`config.mk`:
```
export PLATFORM = sky130hd
export DESIGN_NAME = pool_ctrl
export DESIGN_NICKNAME = d
export VERILOG_FILES = /design/src/rtl/pool_ctrl.sv
export SDC_FILE = /design/constraint.sdc
export NUM_CORES = 1
export LEC_CHECK = 0
export CORE_ASPECT_RATIO = 1.4
export CORE_MARGIN = 3
export CORE_UTILIZATION = 40
export CTS_BUF_LIST = sky130_fd_sc_hd__clkbuf_4
export CTS_CLUSTER_DIAMETER = 150
export DETAILED_ROUTE_END_ITERATION = 7
export SYNTH_ARGS = -nofsm -noshare
export SYNTH_HDL_FRONTEND = slang
export SYNTH_SLANG_ARGS = --single-unit
```
`constraint.sdc`:
```
create_clock -name clk -period 8.1 [get_ports clk]
set_input_delay 1.215 -clock clk [delete_from_list [all_inputs] [get_ports clk]]
set_output_delay 1.215 -clock clk [all_outputs]
set_load 0.02 [all_outputs]
```
`src/rtl/pool_ctrl.sv`:
```
// pool_ctrl: sequencer for the 2x2 max-pooling line buffer and max tree.
// Define POOL_CTRL_STRIDE1_EN to add cfg_stride1 (overlapping stride-1 windows).
`ifndef ADDR_FIFO
`define ADDR_FIFO 8
`endif

module pool_ctrl #(
    parameter int PIPE_LAT   = 3,
    parameter int CLR_CYCLES = 2
) (
    input  logic                  clk,
    input  logic                  rst,
    input  logic                  start,
    input  logic [`ADDR_FIFO-1:0] cfg_row_len,
    input  logic [`ADDR_FIFO-1:0] cfg_num_rows,
`ifdef POOL_CTRL_STRIDE1_EN
    input  logic                  cfg_stride1,
`endif
    input  logic                  in_valid,
    output logic                  in_ready,
    output logic                  shifting_line,
    output logic                  line_buffer_reset,
    output logic                  pool_enable,
    output logic [`ADDR_FIFO-1:0] row_length,
    output logic                  out_valid,
    output logic                  busy,
    output logic                  done,
    output logic                  err
);

    localparam int AW = `ADDR_FIFO;
    localparam logic [AW-1:0] ONE = AW'(1);
    localparam logic [AW-1:0] TWO = AW'(2);
    localparam logic [7:0] CLR_LAST = 8'(CLR_CYCLES - 1);
    localparam logic [7:0] DRN_LAST = 8'(PIPE_LAT - 1);

    typedef enum logic [2:0] {
        S_IDLE  = 3'd0,
        S_CLEAR = 3'd1,
        S_RUN   = 3'd2,
        S_DRAIN = 3'd3,
        S_DONE  = 3'd4
    } state_t;

    state_t              state_r;
    state_t              state_nxt;
    logic [7:0]          cnt_r;
    logic [AW-1:0]       num_rows_r;
    logic [AW-1:0]       col_r;
    logic [AW-1:0]       row_r;
    logic [PIPE_LAT-1:0] vsr_r;
    logic                cfg_bad_s;
    logic                good_start_s;
    logic                accept_s;
    logic                col_last_s;
    logic                last_pix_s;
    logic                win_s;

    assign cfg_bad_s     = (cfg_row_len < TWO) || (cfg_num_rows < TWO);
    assign good_start_s  = (state_r == S_IDLE) && start && !cfg_bad_s;
    assign accept_s      = in_valid && in_ready;
    assign shifting_line = accept_s;
    assign col_last_s    = (col_r == (row_length - ONE));
    assign last_pix_s    = col_last_s && (row_r == (num_rows_r - ONE));
    assign out_valid     = vsr_r[PIPE_LAT-1];

`ifdef POOL_CTRL_STRIDE1_EN
    logic stride1_r;

    // Stride mode latched with the rest of the map configuration.
    always_ff @(posedge clk or posedge rst) begin
        if (rst) begin
            stride1_r <= 1'b0;
        end else if (good_start_s) begin
            stride1_r <= cfg_stride1;
        end else begin
            stride1_r <= stride1_r;
        end
    end

    assign win_s = stride1_r ? ((row_r != {AW{1'b0}}) && (col_r != {AW{1'b0}}))
                             : (row_r[0] && col_r[0]);
`else
    assign win_s = row_r[0] && col_r[0];
`endif

    // Next-state decode.
    always_comb begin
        state_nxt = state_r;
        case (state_r)
            S_IDLE: begin
                if (start) begin
                    if (cfg_bad_s) begin
                        state_nxt = S_DONE;
                    end else begin
                        state_nxt = S_CLEAR;
                    end
                end else begin
                    state_nxt = S_IDLE;
                end
            end
            S_CLEAR: begin
                if (cnt_r == CLR_LAST) begin
                    state_nxt = S_RUN;
                end else begin
                    state_nxt = S_CLEAR;
                end
            end
            S_RUN: begin
                if (accept_s && last_pix_s) begin
                    state_nxt = S_DRAIN;
                end else begin
                    state_nxt = S_RUN;
                end
            end
            S_DRAIN: begin
                if (cnt_r == DRN_LAST) begin
                    state_nxt = S_DONE;
                end else begin
                    state_nxt = S_DRAIN;
                end
            end
            S_DONE:  state_nxt = S_IDLE;
            default: state_nxt = S_IDLE;
        endcase
    end

    // State, phase counter and state-decoded registered outputs.
    always_ff @(posedge clk or posedge rst) begin
        if (rst) begin
            state_r           <= S_IDLE;
            cnt_r             <= 8'd0;
            in_ready          <= 1'b0;
            line_buffer_reset <= 1'b0;
            pool_enable       <= 1'b0;
            busy              <= 1'b0;
            done              <= 1'b0;
        end else begin
            state_r           <= state_nxt;
            cnt_r             <= (state_nxt != state_r) ? 8'd0 : (cnt_r + 8'd1);
            in_ready          <= (state_nxt == S_RUN);
            line_buffer_reset <= (state_nxt == S_CLEAR);
            pool_enable       <= (state_nxt == S_RUN) || (state_nxt == S_DRAIN);
            busy              <= (state_nxt != S_IDLE);
            done              <= (state_nxt == S_DONE);
        end
    end

    // A bad start raises err; any good start clears it; starts while busy are ignored.
    always_ff @(posedge clk or posedge rst) begin
        if (rst) begin
            err        <= 1'b0;
            row_length <= {AW{1'b0}};
            num_rows_r <= {AW{1'b0}};
        end else if ((state_r == S_IDLE) && start) begin
            err <= cfg_bad_s;
            if (!cfg_bad_s) begin
                row_length <= cfg_row_len;
                num_rows_r <= cfg_num_rows;
            end else begin
                row_length <= row_length;
                num_rows_r <= num_rows_r;
            end
        end else begin
            err        <= err;
            row_length <= row_length;
            num_rows_r <= num_rows_r;
        end
    end

    // Pixel position of the next accepted pixel.
    always_ff @(posedge clk or posedge rst) begin
        if (rst) begin
            col_r <= {AW{1'b0}};
            row_r <= {AW{1'b0}};
        end else if (good_start_s) begin
            col_r <= {AW{1'b0}};
            row_r <= {AW{1'b0}};
        end else if (accept_s) begin
            if (col_last_s) begin
                col_r <= {AW{1'b0}};
                row_r <= last_pix_s ? {AW{1'b0}} : (row_r + ONE);
            end else begin
                col_r <= col_r + ONE;
                row_r <= row_r;
            end
        end else begin
            col_r <= col_r;
            row_r <= row_r;
        end
    end

    // Valid bits ride alongside the max-tree pipeline; one slot per enabled cycle.
    always_ff @(posedge clk or posedge rst) begin
        if (rst) begin
            vsr_r <= {PIPE_LAT{1'b0}};
        end else if (good_start_s) begin
            vsr_r <= {PIPE_LAT{1'b0}};
        end else if (pool_enable) begin
            vsr_r <= {vsr_r[PIPE_LAT-2:0], (accept_s && win_s)};
        end else begin
            vsr_r <= vsr_r;
        end
    end

    pool_ctrl_chk u_chk (
        .clk               (clk),
        .rst               (rst),
        .in_ready          (in_ready),
        .shifting_line     (shifting_line),
        .line_buffer_reset (line_buffer_reset),
        .pool_enable       (pool_enable),
        .out_valid         (out_valid),
        .busy              (busy),
        .done              (done)
    );

endmodule

// Structural invariants between the decoded control outputs.
module pool_ctrl_chk (
    input logic clk,
    input logic rst,
    input logic in_ready,
    input logic shifting_line,
    input logic line_buffer_reset,
    input logic pool_enable,
    input logic out_valid,
    input logic busy,
    input logic done
);

    a_ready_in_run: assert property (@(posedge clk) disable iff (rst)
        in_ready |-> (busy && pool_enable && !line_buffer_reset));
    a_clear_idle_pipe: assert property (@(posedge clk) disable iff (rst)
        line_buffer_reset |-> (busy && !pool_enable && !in_ready));
    a_done_quiet: assert property (@(posedge clk) disable iff (rst)
        done |-> (busy && !in_ready && !pool_enable));
    a_outv_enabled: assert property (@(posedge clk) disable iff (rst)
        out_valid |-> pool_enable);
    a_shift_ready: assert property (@(posedge clk) disable iff (rst)
        shifting_line |-> in_ready);

endmodule
```
==> results.json <==
{
  "place_ws_ps": 4236,
  "status": "finished, final reports clean",
  "fin_crit_sh": 0.4796,
  "leakagePower_nw": 1.547,
  "multiInputGateArea_sq_mm": 0.001608,
  "tightestPinTransition_ps": 980.0,
  "die_area_sq_mm": 0.008598,
  "cts.repair.resized": 0,
  "slew_headroom": 0.3467,
  "seqPwrFrac": 0.375,
  "die_width_um": 79.23,
  "grt_pass1_vias": 2581,
  "layout_setup_ws_ps": 4215,
  "yosysWarnings": 0,
  "ir_drop_mv": 0.2323,
  "critPathLaunchType": "input pin",
  "synth_edf_count": 0,
  "setup_tns_ps": 0,
  "antenna_left": 0,
  "ioPinCount": 36,
  "cp_slowest_cell": "clkdlybuf4s50_1",
  "grt_usage": 0.1779,
  "grt_pass1_wl_mm": 12.30,
  "synthFlopType": "dfrtp_1",
  "rsz0062_at_grt": "no",
  "viasPerCell": 5.408,
  "fmax_ghz": 0.2574,
  "skew_ps": 13.45,
  "initial_utilization": 0.4219,
  "yosys.area_share.simple": 0.2529,
  "met2_wirelength_mm": 3.593,
  "power.clock.fraction": 0.131,
  "endpoint_kind": "output pin",
  "hp-class": "reg -> reg",
  "yosys.area.top_type": "dfrtp_1",
  "core-area_sq_mm": 0.007117,
  "power.internal_w": 0.0006629,
  "cp.arrival_ps": 2670,
  "root_buffer": "clkbuf_4",
  "antenna_found_initial": 0,
  "synth-adder-area-share": 0.02917,
  "cts_max_path_buffers": 2,
  "synth_top_family_by_area": "simple AND/OR/NAND/NOR gates",
  "cp_slowest_stage_delay_ps": 640,
  "wirelength_mm": 7.048,
  "power_frac_comb": 0.495,
  "wire_per_inst_um": 14.96,
  "drv_cap": 0,
  "firstDrtPassIters": 4,
  "routed.top_layer": "met4",
  "switching_share": 0.4415,
  "num_vias": 2547,
  "synth_cell_types": 52,
  "power.density_mw_per_mm2": 335.9,
  "cts_buffers": 5,
  "dr_wl_met3_um": 196,
  "post_cts_buffers": 0,
  "synth_top_area_share": 0.4333,
  "dp_hpwl_mm": 5.101,
  "hold_viol_final": 0,
  "muxShareOfSynthArea": 0.006667,
  "grt_start_max_net_pins": 53,
  "drv_slew": 0,
  "gp_congestion": 0.8296,
  "die_h_um": 108.5,
  "synth_area_leaders": "dfrtp_1, nand2_1, xnor2_1",
  "yosysMostFrequentCell": "nand2_1",
  "clock_sinks": 52,
  "drive_gt1_frac": 0.05851,
  "regArea_sq_mm": 0.001301,
  "rows": 36,
  "cts_tree": "done",
  "path_max_fanout": 6,
  "p_switching_w": 0.0005240,
  "nNetsFinal": 402,
  "synthToLayoutAreaGrowth_pct": 17.67,
  "wl_met1_mm": 3.135,
  "setup_viol": 0,
  "fillers": 706,
  "synthArstFlopShare": 1.000,
  "cp.required_ps": 6880,
  "clock_latency_ps": 370,
  "avgSynthCellArea_sq_um": 8.832,
  "grt_overflow": 0,
  "portBuffers": 35,
  "antennaDiodeCount": 0,
  "holdBufCountCts": 0,
  "synth_cells": 340,
  "cp_cell_sequence": "clkdlybuf4s50_1 > nand2_1 > inv_1 > clkdlybuf4s50_1",
  "ys_ff_latch": 52,
  "crit_top_cell": "clkdlybuf4s50_1",
  "synthesis.nets": 367,
  "synth_common_cells": "nand2_1, dfrtp_1, nand3_1",
  "synthXorXnorAreaFrac": 0.08750,
  "syn_area_sq_mm": 0.003003,
  "drtIter0Drc": 137,
  "htreeDepth": 2,
  "yosysSeqAreaShare": 0.4333,
  "drc_errors": 0,
  "synth_compound_area_frac": 0.1592,
  "crit_type": "in -> out",
  "fin_crit_ps": 3885,
  "clk_pin_slew_ps": 140
}
metrics by stage:
stage / power (W) / hold WS [ps] / util / instances / instance area [sq um]
after floorplan: 0.0008542 / 449.7 / - / 340 / 3003
after global placement: 0.001028 / 476.0 / 0.4847 / 463 / 3450
after detailed placement: 0.001037 / 477.6 / 0.4847 / 463 / 3450
after CTS: 0.001198 / 497.8 / 0.4965 / 471 / 3533
after global routing: 0.001293 / 520.9 / 0.4965 / 471 / 3533
final: 0.001187 / 496.4 / 0.4965 / 471 / 3533
power groups by stage:
stage                     logic [W]  registers, W  clock network (W)
final                      0.000587      0.000445           0.000155
after detailed placement   0.000588      0.000449                  0
after CTS                  0.000591      0.000444           0.000163
after global placement     0.000581      0.000447                  0
after floorplan            0.000396      0.000458                  0
after global routing       0.000662      0.000460           0.000171
registers in the layout, summed over array words and instances, names as in the netlist:
register           count
busy                   1
err                    1
row_length             8
num_rows_r             8
line_buffer_reset      1
cnt_r                  8
pool_enable            1
state_r                3
in_ready               1
row_r                  8
done                   1
vsr_r                  3
col_r                  8
placed cells by master (no fill, tap or decap), types with 3 or more instances in the layout:
| cell | instances |
|---|---|
| nand2_1 | 58 |
| dfrtp_1 | 52 |
| clkdlybuf4s50_1 | 35 |
| nand3_1 | 29 |
| nor2_1 | 23 |
| xnor2_1 | 17 |
| inv_1 | 14 |
| xor2_1 | 13 |
| a21oi_1 | 12 |
| o211ai_1 | 11 |
| o21ai_0 | 10 |
| a31oi_1 | 9 |
| and3_1 | 8 |
| nor3_1 | 7 |
| ha_1 | 7 |
| clkbuf_4 | 6 |
| nor2b_1 | 5 |
| nor4_1 | 4 |
| and2_1 | 4 |
| or3_1 | 3 |
| nand2b_1 | 3 |
| o31ai_1 | 3 |
| o21ai_1 | 3 |
per-layer routing:
layer / up-vias / global-route usage
li1: 1264 / -
met1: 1236 / 0.2273
met2: 35 / 0.3048
met3: 12 / 0.02583
met4: 0 / 0.06388
met5: - / 0
logic make-up (layout without fill, tap and decap cells):
group | count (synthesis) | in the layout
xor+xnor | 30 | 30
flops | 52 | 52
mux | 2 | 2
simple gates | 157 | 157
fa+ha+maj | 7 | 7
compound gates | 68 | 68
buf+inv | 24 | 60
critical path: cells and delay by family:
family / cells / cell delay (ps)
buf+inv: 3 / 1310
simple gates: 1 / 130
cell type report:
class | instances | area share
Multi-Input combinational cell | 264 | 0.4550
Tap cell | 95 | 0.03364
Sequential cell | 52 | 0.3683
Clock inverter | 2 | 0.01098
Clock buffer | 6 | 0.01275
Timing Repair Buffer | 37 | 0.1034
Inverter | 15 | 0.01593
path summary, 6_finish.rpt:
path	from	depth (start not counted)	slack, ps	endpoint
worst max-delay path	in_valid	4	4210	shifting_line
worst min-delay path	state_r[2]	1	500	pool_enable
worst max register to register	row_length[0]	9	5070	cnt_r[6]
worst min register to register	state_r[2]	1	500	pool_enable
max in group asynchronous	rst	3	6330	num_rows_r[1]
min in group asynchronous	rst	3	1330	cnt_r[1]
Power figures use the tool's default switching activity.
